**src/rtl/seq_signmag_multiplier.sv**
```systemverilog
// Sequential shift-add multiplier for WIDTH-bit sign-magnitude operands.
// One magnitude bit is consumed per RUN cycle; the product registers change only on entry to DONE.
module seq_signmag_multiplier #(
    parameter int WIDTH      = 8,
    parameter int EARLY_EXIT = 0
) (
    input  logic                 clock,
    input  logic                 reset,
    input  logic                 start,
    input  logic [WIDTH-1:0]     multiplier,
    input  logic [WIDTH-1:0]     multiplicand,
    output logic                 busy,
    output logic                 done,
    output logic                 sign,
    output logic                 zflag,
    output logic [2*WIDTH-3:0]   result
);
    localparam int MW = WIDTH - 1;
    localparam int PW = 2 * WIDTH - 2;
    localparam int CW = $clog2(WIDTH);

    typedef enum logic [1:0] {IDLE, RUN, DONE} state_t;

    state_t          state_q, state_d;
    logic [MW-1:0]   mag_a_q, mag_a_d;
    logic [MW-1:0]   mag_b_q, mag_b_d;
    logic [PW-1:0]   acc_q, acc_d;
    logic [CW-1:0]   count_q, count_d;
    logic            sgn_q, sgn_d;
    logic            busy_q, busy_d;
    logic            done_q, done_d;
    logic            sign_q, sign_d;
    logic            zflag_q, zflag_d;
    logic [PW-1:0]   result_q, result_d;

    logic [PW-1:0]   addend;
    logic [PW-1:0]   acc_sum;
    logic [MW-1:0]   mag_a_shift;
    logic            last_iter;

    always_comb begin
        state_d     = state_q;
        mag_a_d     = mag_a_q;
        mag_b_d     = mag_b_q;
        acc_d       = acc_q;
        count_d     = count_q;
        sgn_d       = sgn_q;
        busy_d      = busy_q;
        done_d      = done_q;
        sign_d      = sign_q;
        zflag_d     = zflag_q;
        result_d    = result_q;

        addend      = mag_a_q[0] ? (PW'(mag_b_q) << count_q) : '0;
        acc_sum     = acc_q + addend;
        mag_a_shift = mag_a_q >> 1;
        last_iter   = (count_q == CW'(WIDTH - 2)) ||
                      ((EARLY_EXIT != 0) && (mag_a_shift == '0));

        case (state_q)
            IDLE: begin
                busy_d = 1'b0;
                done_d = 1'b0;
                if (start) begin
                    mag_a_d = multiplier[MW-1:0];
                    mag_b_d = multiplicand[MW-1:0];
                    sgn_d   = multiplier[WIDTH-1] ^ multiplicand[WIDTH-1];
                    acc_d   = '0;
                    count_d = '0;
                    // A zero multiplier with early exit completes immediately with +0.
                    if ((EARLY_EXIT != 0) && (multiplier[MW-1:0] == '0)) begin
                        state_d  = DONE;
                        done_d   = 1'b1;
                        result_d = '0;
                        zflag_d  = 1'b1;
                        sign_d   = 1'b0;
                    end else begin
                        state_d = RUN;
                        busy_d  = 1'b1;
                    end
                end
            end
            RUN: begin
                acc_d   = acc_sum;
                mag_a_d = mag_a_shift;
                count_d = count_q + CW'(1);
                if (last_iter) begin
                    state_d  = DONE;
                    busy_d   = 1'b0;
                    done_d   = 1'b1;
                    result_d = acc_sum;
                    zflag_d  = (acc_sum == '0);
                    sign_d   = sgn_q & (acc_sum != '0);
                end else begin
                    busy_d = 1'b1;
                end
            end
            DONE: begin
                state_d = IDLE;
                busy_d  = 1'b0;
                done_d  = 1'b0;
            end
            default: begin
                state_d = IDLE;
                busy_d  = 1'b0;
                done_d  = 1'b0;
            end
        endcase
    end

    always_ff @(posedge clock or posedge reset) begin
        if (reset) begin
            state_q  <= IDLE;
            mag_a_q  <= '0;
            mag_b_q  <= '0;
            acc_q    <= '0;
            count_q  <= '0;
            sgn_q    <= 1'b0;
            busy_q   <= 1'b0;
            done_q   <= 1'b0;
            sign_q   <= 1'b0;
            zflag_q  <= 1'b0;
            result_q <= '0;
        end else begin
            state_q  <= state_d;
            mag_a_q  <= mag_a_d;
            mag_b_q  <= mag_b_d;
            acc_q    <= acc_d;
            count_q  <= count_d;
            sgn_q    <= sgn_d;
            busy_q   <= busy_d;
            done_q   <= done_d;
            sign_q   <= sign_d;
            zflag_q  <= zflag_d;
            result_q <= result_d;
        end
    end

    assign busy   = busy_q;
    assign done   = done_q;
    assign sign   = sign_q;
    assign zflag  = zflag_q;
    assign result = result_q;

endmodule
```
**config.mk**
```make
export PLATFORM = sky130hd
export DESIGN_NAME = seq_signmag_multiplier
export DESIGN_NICKNAME = d
export VERILOG_FILES = /design/src/rtl/seq_signmag_multiplier.sv
export SDC_FILE = /design/constraint.sdc
export NUM_CORES = 1
export LEC_CHECK = 0
export CAP_MARGIN = 40
export CORE_ASPECT_RATIO = 0.75
export CORE_UTILIZATION = 40
export CTS_BUF_LIST = sky130_fd_sc_hd__clkbuf_4 sky130_fd_sc_hd__clkbuf_8
export DETAILED_ROUTE_END_ITERATION = 8
export GPL_TIMING_DRIVEN = 0
export MAX_ROUTING_LAYER = met4
export PLACE_DENSITY = 0.72
export SETUP_SLACK_MARGIN = 0.15
export SYNTH_ARGS = -nofsm -noshare
export SYNTH_HDL_FRONTEND = slang
export SYNTH_SLANG_ARGS = --single-unit
export TNS_END_PERCENT = 5
```
**constraint.sdc**
```tcl
create_clock -name clock -period 3.73 [get_ports clock]
set_input_delay 0.5595 -clock clock [delete_from_list [all_inputs] [get_ports clock]]
set_output_delay 0.5595 -clock clock [all_outputs]
set_load 0.01 [all_outputs]
```
==> metrics.md, run 1 <==
| Metric | Value |
|---|---|
| Status | finished, final reports clean |
| DRC Markers | 0 |
| Skew-Pair Late Insertion Delay | 0.31 ns |
| Gate Count Post-Synth | 340 |
| First-pass GRT wire length | 12.23 mm |
| Root Buffer | clkbuf_8 |
| Final worst path period need | 3.384 ns |
| Rows | 26 |
| CP Capture Type | flip-flop |
| Die Area | 7871 um2 |
| Final setup violation count | 0 |
| Pre-CTS WS | 0.1076 ns |
| Total track usage | 20.40% |
| Top_reg_cell synth | dfrtp_1 |
| Most frequent cells in the layout | nand2_1, dfrtp_1, clkdlybuf4s50_1, nor2_1, o21ai_0 |
| Max-slew violation count | 0 |
| Vias in the first global route | 2495 |
| Synth Area per Inst | 8.843 um2 |
| CTS tree | built |
| Max-slew headroom | 63.00% |
| Post-DP HPWL | 5.349 mm |
| Worst-Margin Slew | 0.5550 ns |
| Average wire per standard cell | 14.69 um |
| Total wire length | 7.141 mm |
| Initial core utilization | 42.79% |
| Count of final hold-check violations | 0 |
| Total power | 0.003467 W |
| Vias per inst | 5.206 |
| Htree depth | 2 |
| PwrDens | 953.0 nW/um2 |
| Post-Synth Simple-Gate Area | 20.52% |
| Worst endpoint required time | 3.91 ns |
| Chip Width | 102.1 um |
| Worst reg2reg path depth | 12 |
| Max Fanout on Critical Path | 8 |
| Worst vdd ir | 332.6 uV |
| WP data arrival | 3.56 ns |
| Tcrit/Tclk final | 90.72% |
| Remaining Overflow, GRT | 0 |
| Number of CTS-inserted buffers | 5 |
| Synth-to-layout area growth | 21.02% |
| Synthesized area | 3007 um2 |
| Die Y | 77.09 um |
| Min-Delay Path Depth | 2 |
| Max-cap violations | 0 |
| Synth Area in Adders | 6.908% |
| Async S/R FF share, synth | 100.0% |
| IO buf count | 36 |
| Number of synthesized register bits | 52 |
| Core area | 7027 um2 |
| Area post-placement | 3510 um2 |
| Final Wtd Congestion | 0.9350 |
| Unique masters post-synth | 50 |
| Syn nets | 375 |
| 1st-iter DRT viols | 134 |
| # IOs | 37 |
| Xor and xnor area share after synthesis | 4.037% |
| Clock Sinks | 52 |
| Crit Path Class | reg -> reg |
| Fillcell total | 650 |
| Setup TNS | 0 ns |
| Commonest non-fill, non-tap cell in the layout | nand2_1 |
| Largest net degree at the start of global routing | 36 |
| Clk pin slew, worst setup/hold paths | 0.10 ns |
| Main combinational cell family by area after synthesis | simple AND/OR/NAND/NOR gates |
| Final Skew | 0.01046 ns |
| Unrepaired setup endpoints after global routing | false |
| Worst min path class | reg -> reg |
| Final net count | 422 |
| Achievable Freq | 295.5 MHz |
| Clock tree buffer depth | 2 |
| Share of cells above drive strength 1 | 7.474% |
| Register area share after synthesis | 43.28% |
| Final worst setup slack | 0.3463 ns |
| Multiplexer share of the synthesized area | 3.163% |
| Synth Area in Compound Gates | 18.35% |
| Initial antenna violation count | 0 |
| Fin area | 3638 um2 |
| DR pass1 iterations | 4 |
| Number of antenna diodes | 0 |
| Number of flops mapped to enable cells by yosys | 0 |
| Via Count | 2530 |
| Setup crit start kind | flip-flop |
| Yosys warns | 0 |
| ANT nets after route | 0 |
| Leak | 1.653 nW |
[power breakdown]
| group | internal [W] | switching [W] | leakage (nW) |
|---|---|---|---|
| Combinational | 0.000911 | 0.00120 | 0.961 |
| Clock | 0.000159 | 0.000191 | 0.0479 |
| Sequential | 0.000833 | 0.000177 | 0.644 |
[state kept, by name (all words and copies together), names as in the netlist]
register and cells:
sign 1, count_q 3, done 1, acc_q 14
mag_a_q 7, sgn_q 1, mag_b_q 7, zflag 1
busy 1, result 14, state_q 2
[synth_stat cells (2+ instances only)]
cell type	n	area share [%]
ha_1	15	6.2
o21ai_0	32	5.3
o22ai_1	6	1.2
a21oi_1	16	2.7
nand3_1	23	3.8
nor2b_1	5	1.0
clkbuf_1	15	1.9
o31ai_1	2	0.50
o31a_1	2	0.58
o21ai_1	4	0.67
mux2_2	4	1.5
a211oi_1	3	0.75
xnor2_1	7	2.0
nand2_1	56	7.0
o21bai_1	2	0.50
a21o_1	4	1.0
inv_1	11	1.4
and3_1	2	0.42
mux2i_1	5	1.7
and2_1	4	0.83
nor2_1	34	4.2
xor2_1	5	1.5
nand2b_1	3	0.62
a21boi_0	2	0.50
nand4_1	2	0.42
dfrtp_1	52	43
[worst max-delay path, cell delays in order (launching register included)]
cell and delay, ns:
dfrtp_2 0.43, mux2_2 0.35, and2_1 0.17, o311a_1 0.35, ha_1 0.30, buf_6 0.14, a211oi_1 0.22, nand2_1 0.11
o32ai_4 0.37, o31ai_1 0.13, xnor2_1 0.30, and4bb_1 0.28, a31oi_1 0.09
[cell families (layout without fill, tap and decap cells)]
group / count (synthesis) / count (layout)
mux: 9 / 9
compound gates: 86 / 86
xor+xnor: 13 / 13
flops: 52 / 52
buf+inv: 28 / 76
simple gates: 136 / 136
fa+ha+maj: 16 / 16
[metal layers]
layer / up-vias / global-route usage, % / wire (um) / share of wire, %
met5: - / - / 0 / 0
met4: 0 / 2.571 / 38 / 0.53
met3: 5 / 3.737 / 331 / 4.6
met2: 48 / 30.47 / 3049 / 43
met1: 1199 / 29.49 / 3721 / 52
li1: 1278 / - / - / -
[area by class of cell]
type                    count  area, um2  area share, %
inverters                  11      41.29          1.135
repair buffers             40      402.9          11.07
clock inverters             1      7.507         0.2063
multi-input cells         260       1593          43.78
flip-flops and latches     52       1303          35.80
clock buffers               7      90.09          2.476
well taps                  98      122.6          3.370
plain buffers              17      78.83          2.166
[worst paths after layout]
path	start	end	slack [ns]
max reg2reg	count_q[1]	sign	0.35
min reg2reg	result[6]	result[6]	0.49
max	count_q[1]	sign	0.35
max in group asynchronous	reset	count_q[1]	2.65
min	result[6]	result[6]	0.49
min in group asynchronous	reset	acc_q[2]	0.54
[through the flow]
step	std cells	utilization, %	hold slack [ns]
3_5_place_dp	475	49.95	0.4735
2_1_floorplan	340	-	0.4492
4_1_cts	483	51.35	0.5006
3_3_place_gp	474	49.66	0.4636
6_report	486	51.78	0.4919
5_1_grt	486	51.78	0.5345
[repair_timing]
action / 4_1_cts / 5_1_grt
pin swaps: 0 / 4
gates cloned: 0 / 0
setup endpoints to repair: 2 / 7
hold buffers: 0 / 0
resized for setup: 1 / 12
buffers inserted: 0 / 3
Power figures use the tool's default switching activity.
==> run 2, diff against run 1 <==
REMOVE_ABC_BUFFERS = 1   (was default)
==> run 2 against run 1 <==
Utilization increased by 0.053 points. Wire length decreased by 9.9%. Register-to-register slack is essentially flat. Power decreased by 2.1%. Non-clock buffer count decreased by 13. Combinational power down 5%. First-iteration DRC count is 10% lower. Cell count down 2.7%. Count of clock-buffer cells in the layout stayed put. Critical endpoint is now zflag.
==> metrics.md, run 2 (synthesis results as in run 1) <==
| Metric | Value |
|---|---|
| Clock tree buffer depth | 2 (unchanged) |
| Total power | 0.003394 W (was 0.003467 W) |
| 1st-iter DRT viols | 120 (was 134) |
| DRC Markers | 0 (unchanged) |
| CTS tree | built (unchanged) |
| # hold bufs at CTS | 0 (unchanged) |
| Htree depth | 2 (unchanged) |
| Final Wtd Congestion | 0.8719 (was 0.9350) |
| Skew-Pair Late Insertion Delay | 0.31 ns (about the same) |
| Worst vdd ir | 423.1 uV (was 332.6 uV) |
| Setup TNS | 0 ns (unchanged) |
| Number of antenna diodes | 0 (unchanged) |
| Total track usage | 18.64% (was 20.40%) |
| Worst endpoint required time | 3.94 ns (was 3.91 ns) |
| Tcrit/Tclk final | 90.84% (was 90.72%) |
| Final worst path period need | 3.389 ns (was 3.384 ns) |
| R2r setup slk | 0.34 ns (was 0.35 ns) |
| Clock Sinks | 52 (unchanged) |
| ANT nets after route | 0 (unchanged) |
| Worst stage delay on the critical path | 0.44 ns (was 0.43 ns) |
| Most used cell, CP | o31a_1 |
| Synth-to-layout area growth | 21.14% (was 21.02%) |
| Max Fanout on Critical Path | 8 (unchanged) |
| Worst path bufs/invs | 1 (unchanged) |
| Vias in the first global route | 2333 (was 2495) |
| Status | finished, final reports clean (unchanged) |
| Count of final hold-check violations | 0 (unchanged) |
| Max-slew headroom | 49.13% (was 63.00%) |
| Max-cap violations | 0 (unchanged) |
| Hold WS | 0.4864 ns (was 0.4919 ns) |
| Leak | 1.650 nW (was 1.653 nW) |
| Commonest non-fill, non-tap cell in the layout | nand2_1 (unchanged) |
| WP data arrival | 3.59 ns (was 3.56 ns) |
| PwrDens | 931.9 nW/um2 (was 953.0 nW/um2) |
| IO buf count | 36 (unchanged) |
| Post-DP HPWL | 4.821 mm (was 5.349 mm) |
| Remaining Overflow, GRT | 0 (unchanged) |
| Vias per inst | 5.233 (was 5.206) |
| Die Y | 77.09 um (unchanged) |
| Fillcell total | 694 (was 650) |
| Die Area | 7871 um2 (unchanged) |
| Crit Path Class | reg -> reg (unchanged) |
| Fin cells | 473 (was 486) |
| Final net count | 409 (was 422) |
| Cell family with most CP delay | compound AO/OA/AOI/OAI gates (unchanged) |
| DR pass1 iterations | 4 (unchanged) |
| Initial antenna violation count | 0 (unchanged) |
| Unrepaired setup endpoints after global routing | false (unchanged) |
| First-pass GRT wire length | 11.27 mm (was 12.23 mm) |
| Via Count | 2475 (was 2530) |
| Chip Width | 102.1 um (unchanged) |
| Largest net degree at the start of global routing | 28 (was 36) |
| Average wire per standard cell | 13.61 um (was 14.69 um) |
| Worst path slowest cell | dfrtp_2 (unchanged) |
| Number of CTS-inserted buffers | 5 (unchanged) |
| Worst-Margin Slew | 0.7630 ns (was 0.5550 ns) |
| # IOs | 37 (unchanged) |
| Setup crit start kind | flip-flop (unchanged) |
| Initial core utilization | 42.79% (unchanged) |
| Achievable Freq | 295.1 MHz (was 295.5 MHz) |
| Final Skew | 0.01235 ns (was 0.01046 ns) |
| Placed Cells | 461 (was 475) |
| Core area | 7027 um2 (unchanged) |
| Most frequent cells in the layout | nand2_1, dfrtp_1, clkdlybuf4s50_1, nor2_1, o21ai_0 (unchanged) |
| Clk pin slew, worst setup/hold paths | 0.10 ns (about the same) |
| Fin util | 51.83% (was 51.78%) |
| CP Capture Type | flip-flop (unchanged) |
| Final setup violation count | 0 (unchanged) |
| Rows | 26 (unchanged) |
| CP cell instances | buf_4 -> mux2i_1 -> a21oi_1 -> nand2b_1 -> a21boi_0 -> ha_1 -> o21a_1 -> o31a_1 -> o31a_1 -> a211o_1 -> xnor2_2 -> and4bb_1 -> a32o_1 (was mux2_2 -> and2_1 -> o311a_1 -> ha_1 -> buf_6 -> a211oi_1 -> nand2_1 -> o32ai_4 -> o31ai_1 -> xnor2_1 -> and4bb_1 -> a31oi_1) |
| Worst min path class | reg -> reg (unchanged) |
| Root Buffer | clkbuf_8 (unchanged) |
| Share of cells above drive strength 1 | 8.267% (was 7.474%) |
| Max-slew violation count | 0 (unchanged) |
| Total wire length | 6.437 mm (was 7.141 mm) |
run 2: cell count changes in the layout (fill, tap and decap cells not counted), moves of 2 or more:
cell and change:
dfrtp_2 +2, clkbuf_2 -3, clkbuf_1 -11, buf_16 +2
dfrtp_1 -2
run 2: through the flow:
stage | cell area [um2] | worst slack, ns
2_1_floorplan | 2935 | 0.4136
3_3_place_gp | 3418 | 0.1257
3_5_place_dp | 3508 | 0.07664
4_1_cts | 3637 | 0.2095
5_1_grt | 3642 | 0.1846
6_report | 3642 | 0.3415
run 2: layer usage:
layer	up-vias	wire length (um)	global-route usage [%]
li1	1254	-	-
met1	1162	3222	26.28
met2	54	2915	27.99
met3	5	254	3.646
met4	0	45	3.429
met5	-	0	-
run 2: layout make-up:
class	instances	area [um2]	area share (%)
tap	98	122.6	3.367
multi-input combinational	260	1595	43.80
clock buffer	7	90.09	2.473
inverter	11	41.29	1.134
clock inverter	1	7.507	0.2061
timing repair buffer	44	480.5	13.19
sequential	52	1305	35.83
run 2: path summary, 6_finish.rpt:
check | end | depth (start not counted) | start
setup / recovery | zflag | 13 | count_q[1]
hold / removal | result[11] | 2 | result[11]
setup reg to reg | zflag | 13 | count_q[1]
hold reg to reg | result[11] | 2 | result[11]
max in group asynchronous | count_q[2] | 3 | reset
min in group asynchronous | zflag | 2 | reset
run 2: where the power goes:
| part | leakage (nW) | internal, W | switching, W |
|---|---|---|---|
| Clock | 0.0479 | 0.000159 | 0.000187 |
| Combinational | 0.961 | 0.000900 | 0.00110 |
| Sequential | 0.642 | 0.000835 | 0.000213 |
run 2: what timing repair did:
item / CTS / global route
pin swaps: 0 / 1
setup endpoints to repair: 4 / 4
buffers inserted: 4 / 0
resized for setup: 1 / 3
run 2: tightest hold or removal path, delay by kind of cell (launching register included):
family	cells	cell delay [ns]
and+or+nand+nor	1	0.04
DFF	1	0.35
AOI/OAI and AO/OA	1	0.06
